## src/rtl/cla_seq_pkg.sv

```systemverilog
// ============================================================================
// Module      : cla_seq_pkg
// Description : Shared slice width, sequencer states and nibble-count helper
//               for the sequential CLA adder.
// Revision    : 1.0 - initial release
// ============================================================================
`default_nettype none

package cla_seq_pkg;

    localparam int SLICE_W = 4;

    typedef enum logic [1:0] {
        IDLE = 2'd0,
        RUN  = 2'd1,
        DONE = 2'd2
    } state_t;

    function automatic int nslice_f(input int width);
        return width / SLICE_W;
    endfunction

endpackage

`default_nettype wire

```

## src/rtl/cla4_slice.sv

```systemverilog
// ============================================================================
// Module      : cla4_slice
// Description : Combinational 4-bit carry-lookahead adder slice.
// Revision    : 1.0 - initial release
// ============================================================================
`default_nettype none

module cla4_slice
    import cla_seq_pkg::*;
(
    input  logic [SLICE_W-1:0] a,
    input  logic [SLICE_W-1:0] b,
    input  logic               cin,
    output logic [SLICE_W-1:0] sum,
    output logic               cout
);

    logic [SLICE_W-1:0] g;
    logic [SLICE_W-1:0] p;
    logic [SLICE_W:0]   c;

    assign g = a & b;
    assign p = a ^ b;

    // Every carry is flattened from g/p so none waits on a lower carry.
    assign c[0] = cin;
    assign c[1] = g[0] | (p[0] & cin);
    assign c[2] = g[1] | (p[1] & g[0]) | (p[1] & p[0] & cin);
    assign c[3] = g[2] | (p[2] & g[1]) | (p[2] & p[1] & g[0])
                | (p[2] & p[1] & p[0] & cin);
    assign c[4] = g[3] | (p[3] & g[2]) | (p[3] & p[2] & g[1])
                | (p[3] & p[2] & p[1] & g[0])
                | (p[3] & p[2] & p[1] & p[0] & cin);

    assign sum  = p ^ c[SLICE_W-1:0];
    assign cout = c[SLICE_W];

endmodule

`default_nettype wire

```

## src/rtl/cla_seq_adder_ctrl.sv

```systemverilog
// ============================================================================
// Module      : cla_seq_adder_ctrl
// Description : Adds WIDTH-bit operands one nibble per cycle through a single
//               CLA slice. Define CLA_SEQ_SUB_EN to add the 'sub' port (a-b).
// Revision    : 1.0 - initial release
// ============================================================================
`default_nettype none

module cla_seq_adder_ctrl
    import cla_seq_pkg::*;
#(
    parameter int WIDTH  = 16,
    parameter int NSLICE = nslice_f(WIDTH)
) (
    input  logic             clk,
    input  logic             rst,
    input  logic             in_valid,
    output logic             in_ready,
    input  logic [WIDTH-1:0] a,
    input  logic [WIDTH-1:0] b,
    input  logic             cin,
`ifdef CLA_SEQ_SUB_EN
    input  logic             sub,
`endif
    output logic             out_valid,
    input  logic             out_ready,
    output logic [WIDTH-1:0] sum,
    output logic             cout,
    output logic             busy
);

    localparam int IDX_W = (NSLICE > 1) ? $clog2(NSLICE) : 1;
    localparam logic [IDX_W-1:0] LAST_IDX = IDX_W'(NSLICE - 1);

    state_t             state_q,     state_d;
    logic [WIDTH-1:0]   a_q,         a_d;
    logic [WIDTH-1:0]   b_q,         b_d;
    logic [WIDTH-1:0]   sum_q,       sum_d;
    logic [IDX_W-1:0]   idx_q,       idx_d;
    logic               carry_q,     carry_d;
    logic               cout_q,      cout_d;
    logic               in_ready_q,  in_ready_d;
    logic               out_valid_q, out_valid_d;
    logic               busy_q,      busy_d;

    logic [SLICE_W-1:0] slice_a;
    logic [SLICE_W-1:0] slice_b;
    logic [SLICE_W-1:0] slice_sum;
    logic               slice_cout;
    logic               sub_sel;

`ifdef CLA_SEQ_SUB_EN
    assign sub_sel = sub;
`else
    assign sub_sel = 1'b0;
`endif

    assign slice_a = a_q[SLICE_W*int'(idx_q) +: SLICE_W];
    assign slice_b = b_q[SLICE_W*int'(idx_q) +: SLICE_W];

    cla4_slice u_slice (
        .a    (slice_a),
        .b    (slice_b),
        .cin  (carry_q),
        .sum  (slice_sum),
        .cout (slice_cout)
    );

    always_comb begin
        state_d     = state_q;
        a_d         = a_q;
        b_d         = b_q;
        sum_d       = sum_q;
        idx_d       = idx_q;
        carry_d     = carry_q;
        cout_d      = cout_q;
        in_ready_d  = in_ready_q;
        out_valid_d = out_valid_q;
        busy_d      = busy_q;
        case (state_q)
            IDLE: begin
                if (in_valid && in_ready_q) begin
                    a_d        = a;
                    // Subtraction is a + ~b + 1; the +1 rides in on the carry.
                    b_d        = sub_sel ? ~b : b;
                    carry_d    = sub_sel | cin;
                    idx_d      = '0;
                    sum_d      = '0;
                    cout_d     = 1'b0;
                    in_ready_d = 1'b0;
                    busy_d     = 1'b1;
                    state_d    = RUN;
                end
            end
            RUN: begin
                sum_d[SLICE_W*int'(idx_q) +: SLICE_W] = slice_sum;
                carry_d = slice_cout;
                idx_d   = idx_q + IDX_W'(1);
                if (idx_q == LAST_IDX) begin
                    cout_d      = slice_cout;
                    out_valid_d = 1'b1;
                    state_d     = DONE;
                end
            end
            DONE: begin
                if (out_ready) begin
                    out_valid_d = 1'b0;
                    in_ready_d  = 1'b1;
                    busy_d      = 1'b0;
                    state_d     = IDLE;
                end
            end
            default: begin
                out_valid_d = 1'b0;
                in_ready_d  = 1'b1;
                busy_d      = 1'b0;
                state_d     = IDLE;
            end
        endcase
    end

    always_ff @(posedge clk) begin
        if (rst) begin
            state_q     <= IDLE;
            a_q         <= '0;
            b_q         <= '0;
            sum_q       <= '0;
            idx_q       <= '0;
            carry_q     <= 1'b0;
            cout_q      <= 1'b0;
            in_ready_q  <= 1'b1;
            out_valid_q <= 1'b0;
            busy_q      <= 1'b0;
        end else begin
            state_q     <= state_d;
            a_q         <= a_d;
            b_q         <= b_d;
            sum_q       <= sum_d;
            idx_q       <= idx_d;
            carry_q     <= carry_d;
            cout_q      <= cout_d;
            in_ready_q  <= in_ready_d;
            out_valid_q <= out_valid_d;
            busy_q      <= busy_d;
        end
    end

    assign in_ready  = in_ready_q;
    assign out_valid = out_valid_q;
    assign busy      = busy_q;
    assign sum       = sum_q;
    assign cout      = cout_q;

endmodule

`default_nettype wire
```

## config.mk

```make
export PLATFORM = sky130hd
export DESIGN_NAME = cla_seq_adder_ctrl
export DESIGN_NICKNAME = d
export VERILOG_FILES = /design/src/rtl/cla_seq_pkg.sv /design/src/rtl/cla4_slice.sv /design/src/rtl/cla_seq_adder_ctrl.sv
export SDC_FILE = /design/constraint.sdc
export NUM_CORES = 1
export LEC_CHECK = 0
export CORE_ASPECT_RATIO = 0.9
export CORE_MARGIN = 3
export CORE_UTILIZATION = 45
export DETAILED_ROUTE_END_ITERATION = 6
export PLACE_DENSITY = 0.76
export SLEW_MARGIN = 20
export SYNTH_ARGS = -nofsm -noshare
export SYNTH_HDL_FRONTEND = slang
export SYNTH_SLANG_ARGS = --single-unit
```

## constraint.sdc

```tcl
create_clock -name clk -period 2.4 [get_ports clk]
set_input_delay 0.24 -clock clk [delete_from_list [all_inputs] [get_ports clk]]
set_output_delay 0.24 -clock clk [all_outputs]
set_load 0.02 [all_outputs]
```

==> results.toml, run 1 <==
[sta]
final.period_utilization = 0.9459
setup_viol = 0
tightest_slew_ns = 0.5371
finalHoldViolCount = 0
period_needed_ns = 2.270
max_slew_margin = 0.6408
rsz0062_at_grt = "false"
maxSlewViolCount = 0
setup-tns-final_ns = 0
fin_hold_ws_ns = 0.4451
clock.fmax_mhz = 440.5
finClkSkew_ns = 0.007260

[clock_tree]
tritoncts = "done"
root_buffer = "clkbuf_8"
clkSinkCount = 57
clock_latency_ns = 0.34
cts.clk_slew.worst_paths_ns = 0.06
clockBufferDepth = 2
cts_made_buffers = 9
h-tree-depth = 3
ctsHoldBuffers = 0

[yosys]
synth_edf_count = 0
syn-mean-instance-area_um2 = 8.944
yosys.cell_types.count = 39
synth_area_leader_cell = "dfxtp_1"
syn_nets = 331
yosys-top-cells-area = "dfxtp_1 (45%), nand2_1 (10%), a21oi_1 (8.7%), mux4_2 (7.1%), ha_1 (4.9%)"
synth_top_area_frac = 0.4508
ys_warn_count = 0
syn-cell-area_mm2 = 0.002531
synth_top_flop_cell = "dfxtp_1"
synth_cells = 283
ys_ff_latch = 57
synthArstFlopShare = 0
seq_area_frac_synth = 0.4508

[cells_and_area]
final_common_cell = "nand2_1"
n_fill_cell = 460
syn_to_final_growth_pct = 32.33
diodes = 0
drive_gt1_frac = 0.1224
final_nets = 386
final_cell_area_mm2 = 0.003349
final_cell_mix = "nand2_1 (70), clkdlybuf4s50_1 (56), dfxtp_1 (55), a21oi_1 (44), nor2_1 (19)"

[outcome]
outcome = "finished, final reports clean"

[pwr]
ir_worst_vdd_mv = 0.3757
power_density_mw_per_mm2 = 659.0
power.total_mw = 2.207
p_leak_nw = 1.254

[setup_path]
worstPathCellList = "mux4_2 > ha_4 > a211oi_2 > or2_2 > and3_1 > a22o_1"
cp_num_cells = 6
reg2reg_depth = 6
slowest_stage = "mux4_2"
worstSetupEndpointType = "register"
critPathMaxFanout = 9
critPathCapture = "sum[10]"
required_ns = 2.63
r2r_slack_ns = 0.13
crit_buf_inv = 0
critPathMaxStageDelay_ns = 0.60
crit_type = "register to register"
startpoint_type = "register"
timing.rr.end = "sum[10]"
cp_top_family = "multiplexers"
worst_ep_arrival_time_ns = 2.50
startpoint = "idx_q[0]"
timing.rr.start = "idx_q[0]"

[floorplanning]
initial_utilization = 0.4732
io_pins = 57
die_y_um = 77.15
die_area_mm2 = 0.006562
core_mm2 = 0.005349
rows = 25
die_x_um = 85.06

[drt]
wl_per_cell_um = 14.72
route.detailed.drc = 0
vias = 2169
wl_mm = 6.036
first_pass_iters = 4
ant_nets = 0
vias_per_cell = 5.290
drt-initial-drc-count = 90

[min_path]
hold_path.class = "input pin to register"

[grt]
grt_pass1_wl_mm = 9.818
grt_pass1_vias = 2089
antenna_found_initial = 0
grt_overflow_total = 0
grt_max_degree = 40
grt.total_usage = 0.1958

[flow_run]
maxCapViolations = 0

[placed_design]
globalplace.congestion = 0.8354
io_buffers = 56
dp_hpwl_mm = 4.372
placed_area_mm2 = 0.003131
[cells by family (layout without fill, tap and decap cells)]
group / count (synthesis) / in the layout / share of synthesized area
AOI/OAI and AO/OA: 72 / 72 / 0.1750
xor gates and xnor gates: 1 / 1 / 0.003461
adders and majority gates: 11 / 11 / 0.05734
buffers and inverters: 23 / 83 / 0.04498
DFF: 57 / 57 / 0.4508
muxes: 9 / 9 / 0.07563
and+or+nand+nor: 110 / 110 / 0.1928
[metrics by stage]
step                      cells  worst slack, ns  utilization
after floorplan             283          0.04517            -
after global routing        410          0.01965       0.6262
final                       410           0.1299       0.6262
after CTS                   410          0.03518       0.6220
after global placement      394          0.09448       0.5853
after detailed placement    394         -0.03295       0.5853
[timing repair]
item	4_1_cts	5_1_grt
endpoints found under the setup margin	3	7
gates resized for setup	2	3
setup buffers	0	0
[layer usage]
layer  vias to the layer above  global-route usage  part of all wire  wire length (um)
met5                         -                   0                 0                 0
li1                       1090                   -                 -                 -
met3                        10             0.07519             0.063               382
met2                        67              0.3207              0.50              3035
met1                      1002              0.2280              0.42              2536
met4                         0             0.08070             0.013                80
[report_power, final]
group / switching, mW / internal [mW] / total (mW)
registers: 0.0367 / 0.992 / 1.03
logic: 0.173 / 0.163 / 0.336
clock network: 0.358 / 0.484 / 0.842
total: 0.568 / 1.64 / 2.21
[cell type report]
class / instances / area [um2] / area share
multi-input cells: 203 / 1299 / 0.3877
flip-flops and latches: 57 / 1146 / 0.3422
repair buffers: 63 / 613.1 / 0.1830
clock buffers: 14 / 182.7 / 0.05454
well taps: 67 / 83.83 / 0.02503
inverters: 4 / 15.01 / 0.004483
clock inverters: 2 / 10.01 / 0.002988
[Yosys cell counts (2+ instances only)]
cell	n
and2_1	2
mux4_2	8
nand3_1	2
buf_4	2
o21ai_0	3
a22oi_1	8
nand2_1	70
nand2b_1	2
and3_1	2
inv_1	4
a21oi_1	44
buf_2	10
clkbuf_1	6
ha_1	10
dfxtp_1	57
nor2_1	19
a211oi_1	3
a22o_1	7
nor3_1	4
[worst min-delay path: cells and delay by family]
| family | cells | cell delay (ns) |
|---|---|---|
| buffers and inverters | 1 | 0.39 |
| AND/OR/NAND/NOR | 1 | 0.05 |
| AO/OA/AOI/OAI | 1 | 0.05 |
[state kept, by name, indices dropped and copies added, names as in the netlist]
register and count:
idx_q 2, in_ready 1, busy 1, state_q 2
a_q 16, out_valid 1, sum 16, cout 1
carry_q 1, b_q 16
[worst min-delay path by stage]
stage / depth (start not counted) / slack, ns / end / from
detailed placement: 2 / 0.45 / b_q[15] / b_q[15]
global placement: 2 / 0.45 / b_q[7] / b_q[7]
floorplan: 2 / 0.38 / a_q[0] / a[0]
finish: 3 / 0.45 / b_q[11] / b[11]
CTS: 3 / 0.42 / b_q[11] / b[11]
global route: 3 / 0.42 / b_q[8] / b[8]
Power figures use the tool's default switching activity.
==> run 2, diff against run 1 <==
--- a/config.mk
+++ b/config.mk
@@ -9,8 +9,9 @@
 export CORE_MARGIN = 3
 export CORE_UTILIZATION = 45
 export DETAILED_ROUTE_END_ITERATION = 6
-export PLACE_DENSITY = 0.76
+export PLACE_DENSITY = 0.75
 export SLEW_MARGIN = 20
 export SYNTH_ARGS = -nofsm -noshare
 export SYNTH_HDL_FRONTEND = slang
+export SYNTH_HIERARCHICAL = 1
 export SYNTH_SLANG_ARGS = --single-unit
==> run 2 against run 1 <==
Sequential share of layout area down 0.063 points. Largest power group unchanged. Die area increased by 1.3%. Maximum frequency decreased by 0.14%. Clock-buffer cell count down 4. Combinational power hardly changed. Highest routed layer unchanged. Critical path depth unchanged. Cell count decreased by 2.4%.
==> results.toml, run 2 <==
[sta]
setup-tns-final_ns = 0
max_slew_margin = 0.6377
period_needed_ns = 2.273
maxSlewViolCount = 0
tightest_slew_ns = 0.5393
finClkSkew_ns = 0.009573
rsz0062_at_grt = "false"
clock.fmax_mhz = 439.9
setup_viol = 0
finalHoldViolCount = 0
final.period_utilization = 0.9472

[yosys]
synthArstFlopShare = 0
synthAdderAreaFrac = 0.05653
synth_mux_area_frac = 0.07018
yosys.cell_types.count = 38
synth_cells = 272
synth_top_family_by_area = "compound AO/OA/AOI/OAI gates"
syn-mean-instance-area_um2 = 9.439
ys_ff_latch = 57
synth_area_leader_cell = "dfxtp_1"
synth_top_flop_cell = "dfxtp_1"
synthXorXnorAreaFrac = 0.01023
yosysMostFrequentCell = "nand2_1"
seq_area_frac_synth = 0.4444
syn_nets = 320
synth_edf_count = 0
synth_compound_area_frac = 0.1818
syn-cell-area_mm2 = 0.002567
synthTopCellsByCount = "nand2_1 (66), dfxtp_1 (57), a21oi_1 (42), a22o_1 (11), ha_1 (10)"
yosys-top-cells-area = "dfxtp_1 (44%), nand2_1 (9.6%), a21oi_1 (8.2%), mux4_2 (7.0%), ha_1 (4.9%)"
synth_top_area_frac = 0.4444
synthSimpleGateAreaFrac = 0.1798
ys_warn_count = 6

[clock_tree]
tritoncts = "done"
ctsHoldBuffers = 0
cts.clk_slew.worst_paths_ns = 0.07
root_buffer = "clkbuf_8"
clkSinkCount = 57
postCtsSetupBuffers = 0
post_cts_resize_count = 0
clock_latency_ns = 0.33
cts_made_buffers = 9
h-tree-depth = 3
clockBufferDepth = 2

[floorplanning]
rows = 25
die_area_mm2 = 0.006649
io_pins = 57
die_x_um = 85.62
initial_utilization = 0.4772
die_y_um = 77.66
core_mm2 = 0.005380

[grt]
grt.total_usage = 0.1836
grt_max_degree = 37
antenna_found_initial = 0
grt_pass1_vias = 1982
grt_pass1_wl_mm = 9.570
grt_overflow_total = 0

[placed_design]
io_buffers = 56
globalplace.congestion = 0.8106
placed_area_mm2 = 0.003144
dp_cells = 384
dp_hpwl_mm = 4.159

[pwr]
seq_power_share = 0.455
intPower_mw = 1.664
p_leak_nw = 1.280
power_density_mw_per_mm2 = 676.6
pwr-share-clk = 0.397
switching_share = 0.2663
share_comb_of_total_power = 0.147
p_sw_mw = 0.6040
ir_worst_vdd_mv = 0.3692

[cells_and_area]
diodes = 0
final_nets = 376
seq_area_mm2 = 0.001145
stdcell_count = 400
final_common_cell = "nand2_1"
final_cell_area_mm2 = 0.003352
final_cell_mix = "nand2_1 (66), dfxtp_1 (56), clkdlybuf4s50_1 (55), a21oi_1 (42), a22o_1 (11)"
multiInputGateArea_mm2 = 0.001280
drive_gt1_frac = 0.1171
syn_to_final_growth_pct = 30.56
n_fill_cell = 456

[setup_path]
critPathMaxStageDelay_ns = 0.52
required_ns = 2.68
worstPathCellList = "mux4_2 > ha_1 > a21o_1 > a31o_1 > xor2_1 > a32o_1"
critPathMaxFanout = 7
crit_buf_inv = 0
slowest_stage = "mux4_2"
startpoint_type = "register"
worstSetupEndpointType = "register"
crit_type = "register to register"
worst_ep_arrival_time_ns = 2.55
cp_top_family = "compound AO/OA/AOI/OAI gates"

[outcome]
outcome = "finished, final reports clean"

[drt]
drt-initial-drc-count = 189
vias_per_cell = 5.360
vias = 2144
wl_mm = 5.797
first_pass_iters = 4
wl_per_cell_um = 14.49
route.detailed.drc = 0
ant_nets = 0

[min_path]
hold_path.class = "input pin to register"

[flow_run]
maxCapViolations = 0
run 2: cell types whose count changed after synthesis, moves of 3 or more:
cell | before | now
nor2_1 | 19 | 4
a22oi_1 | 8 | 1
a21o_1 | 0 | 6
a22o_1 | 7 | 11
a32o_1 | 1 | 5
buf_2 | 10 | 6
inv_1 | 4 | 8
nand2_1 | 70 | 66
a211oi_1 | 3 | 0
buf_6 | 1 | 4
nand3_1 | 2 | 5
o21ai_1 | 0 | 3
run 2: power groups by stage:
| stage | logic [mW] | clock network (mW) | registers [mW] |
|---|---|---|---|
| after floorplan | 0.226 | 0 | 1.04 |
| after global routing | 0.370 | 0.960 | 1.04 |
| after CTS | 0.336 | 0.916 | 1.03 |
| after detailed placement | 0.334 | 0 | 1.05 |
| after global placement | 0.328 | 0 | 1.05 |
| final | 0.334 | 0.901 | 1.03 |
run 2: stage by stage:
step	utilization	power, mW	setup WS (ns)	hold slack [ns]
final	0.6230	2.268	0.1267	0.3955
after CTS	0.6226	2.285	0.05480	0.3969
after detailed placement	0.5844	1.387	0.07246	0.4464
after floorplan	-	1.268	0.09134	0.3760
after global placement	0.5844	1.381	0.1466	0.4476
after global routing	0.6230	2.369	0.01368	0.4043
run 2: layout make-up:
cell class | instances | area share
inverters | 8 | 0.008959
multi-input cells | 189 | 0.3819
flip-flops and latches | 57 | 0.3415
clock buffers | 10 | 0.04106
repair buffers | 63 | 0.1814
clock inverters | 6 | 0.02016
well taps | 67 | 0.02501
run 2: layer usage:
metal,vias up,GRT usage,part of all wire
met5,-,0,0
met4,0,0.08544,0.018
met3,11,0.04883,0.078
met2,73,0.2601,0.43
met1,992,0.2583,0.47
li1,1068,-,-
run 2: kinds of logic after synthesis:
| group | after synthesis |
|---|---|
| DFF | 57 |
| buffers and inverters | 26 |
| xor gates and xnor gates | 3 |
| muxes | 8 |
| and+or+nand+nor | 94 |
| AOI/OAI and AO/OA | 73 |
| adders and majority gates | 11 |
run 2: worst paths after layout:
kind / from / end / slack (ns) / depth (start not counted)
max: idx_q[0] / sum[3] / 0.13 / 6
min: rst / b_q[12] / 0.40 / 2
max reg2reg: idx_q[0] / sum[3] / 0.13 / 6
min reg2reg: b_q[15] / b_q[15] / 0.46 / 2
==> run 3, diff against run 2 <==
--- a/config.mk
+++ b/config.mk
@@ -9,6 +9,7 @@
 export CORE_MARGIN = 3
 export CORE_UTILIZATION = 45
 export DETAILED_ROUTE_END_ITERATION = 6
+export MAX_ROUTING_LAYER = met4
 export PLACE_DENSITY = 0.75
 export SLEW_MARGIN = 20
 export SYNTH_ARGS = -nofsm -noshare
==> run 3 against run 2 <==
First-iteration DRC count up 1.1%. Sequential share of layout area unchanged. Largest power group unchanged. Highest routed layer unchanged. Sequential power about the same.
==> results.toml, run 3 (synthesis results as in run 2) <==
[setup_path]
worstPathCellList = "mux4_2 > ha_1 > a21o_1 > a31o_1 > xor2_1 > a32o_1"
worstSetupEndpointType = "register"
cp_num_cells = 6
worst_ep_arrival_time_ns = 2.55
crit_type = "register to register"
r2r_slack_ns = 0.12
reg2reg_depth = 6
startpoint = "idx_q[0]"
cp_top_family = "compound AO/OA/AOI/OAI gates"
startpoint_type = "register"
critPathMaxStageDelay_ns = 0.52
crit_buf_inv = 0
slowest_stage = "mux4_2"
required_ns = 2.68
critPathCapture = "sum[3]"
critPathMaxFanout = 7
timing.rr.start = "idx_q[0]"
timing.rr.end = "sum[3]"

[clock_tree]
cts.clk_slew.worst_paths_ns = 0.07
h-tree-depth = 3
post_cts_resize_count = 0
ctsHoldBuffers = 0
cts_made_buffers = 9
postCtsSetupBuffers = 0
clkSinkCount = 57
root_buffer = "clkbuf_8"
tritoncts = "done"
clock_latency_ns = 0.33
clockBufferDepth = 2

[cells_and_area]
n_fill_cell = 456
final_common_cell = "nand2_1"
final_cell_mix = "nand2_1 (66), dfxtp_1 (56), clkdlybuf4s50_1 (55), a21oi_1 (42), a22o_1 (11)"
final_nets = 376
final_cell_area_mm2 = 0.003352
drive_gt1_frac = 0.1171
diodes = 0
syn_to_final_growth_pct = 30.56

[pwr]
p_leak_nw = 1.280
power_density_mw_per_mm2 = 675.9
share_comb_of_total_power = 0.147
ir_worst_vdd_mv = 0.3667
p_sw_mw = 0.6016
switching_share = 0.2655
seq_power_share = 0.456
pwr-share-clk = 0.397
intPower_mw = 1.664

[floorplanning]
core_mm2 = 0.005380
die_y_um = 77.66
die_x_um = 85.62
rows = 25
initial_utilization = 0.4772
io_pins = 57
die_area_mm2 = 0.006649

[grt]
grt.total_usage = 0.1889
antenna_found_initial = 0
grt_overflow_total = 0
grt_max_degree = 37
grt_pass1_vias = 1981
grt_pass1_wl_mm = 9.570

[drt]
vias_per_cell = 5.313
vias = 2125
drt-initial-drc-count = 191
first_pass_iters = 4
ant_nets = 0
wl_per_cell_um = 14.44
route.detailed.drc = 0
wl_mm = 5.777

[sta]
finClkSkew_ns = 0.008420
rsz0062_at_grt = "false"
period_needed_ns = 2.277
max_slew_margin = 0.6403
setup-tns-final_ns = 0
final.period_utilization = 0.9489
clock.fmax_mhz = 439.1
finalHoldViolCount = 0
tightest_slew_ns = 0.5355
setup_viol = 0
maxSlewViolCount = 0

[min_path]
holdPathStages = 2
hold_path.class = "input pin to register"

[placed_design]
placed_area_mm2 = 0.003144
globalplace.congestion = 0.8225
dp_hpwl_mm = 4.159
io_buffers = 56

[outcome]
outcome = "finished, final reports clean"

[flow_run]
maxCapViolations = 0
run 3: area by class of cell:
class                      instances  area (um2)  area share
multi-input combinational        189        1280      0.3819
sequential                        57        1145      0.3415
timing repair buffer              63       608.1      0.1814
clock buffer                      10       137.6     0.04106
tap                               67       83.83     0.02501
clock inverter                     6       67.56     0.02016
inverter                           8       30.03    0.008959
run 3: power groups by stage:
stage | clock, mW | sequential (mW) | combinational (mW)
2_1_floorplan | 0 | 1.04 | 0.226
3_3_place_gp | 0 | 1.05 | 0.328
3_5_place_dp | 0 | 1.05 | 0.334
4_1_cts | 0.916 | 1.03 | 0.336
5_1_grt | 0.961 | 1.04 | 0.370
6_report | 0.899 | 1.03 | 0.334
run 3: per-stage QoR:
stage	hold slack, ns	util	setup WS [ns]	total power [mW]	instances
final	0.3953	0.6230	0.1226	2.266	400
after global routing	0.4043	0.6230	0.01182	2.371	400
after CTS	0.3969	0.6226	0.05480	2.285	400
after detailed placement	0.4464	0.5844	0.07246	1.387	384
after global placement	0.4476	0.5844	0.1466	1.381	384
after floorplan	0.3760	-	0.09134	1.268	272
run 3: worst register-to-register path, delay by kind of cell, from the launching register on:
family / cells / cell delay (ns)
compound gates: 3 / 0.62
xor+xnor: 1 / 0.31
fa+ha+maj: 1 / 0.36
mux: 1 / 0.52
flops: 1 / 0.41
run 3: how the worst min path moves through the flow:
stage                    to    start  slack (ns)
finish              b_q[12]      rst        0.40
global route        b_q[10]      rst        0.40
CTS                    cout      rst        0.40
detailed placement  b_q[15]  b_q[15]        0.45
global placement    b_q[14]  b_q[14]        0.45
floorplan            a_q[0]     a[0]        0.38
run 3: layer usage:
metal | up-vias | track usage | wire, um | part of all wire
met4 | 0 | 0.08544 | 104 | 0.018
met3 | 11 | 0.04565 | 431 | 0.075
met1 | 972 | 0.2623 | 2713 | 0.47
met2 | 73 | 0.2585 | 2528 | 0.44
met5 | - | - | 0 | 0
li1 | 1069 | - | - | -
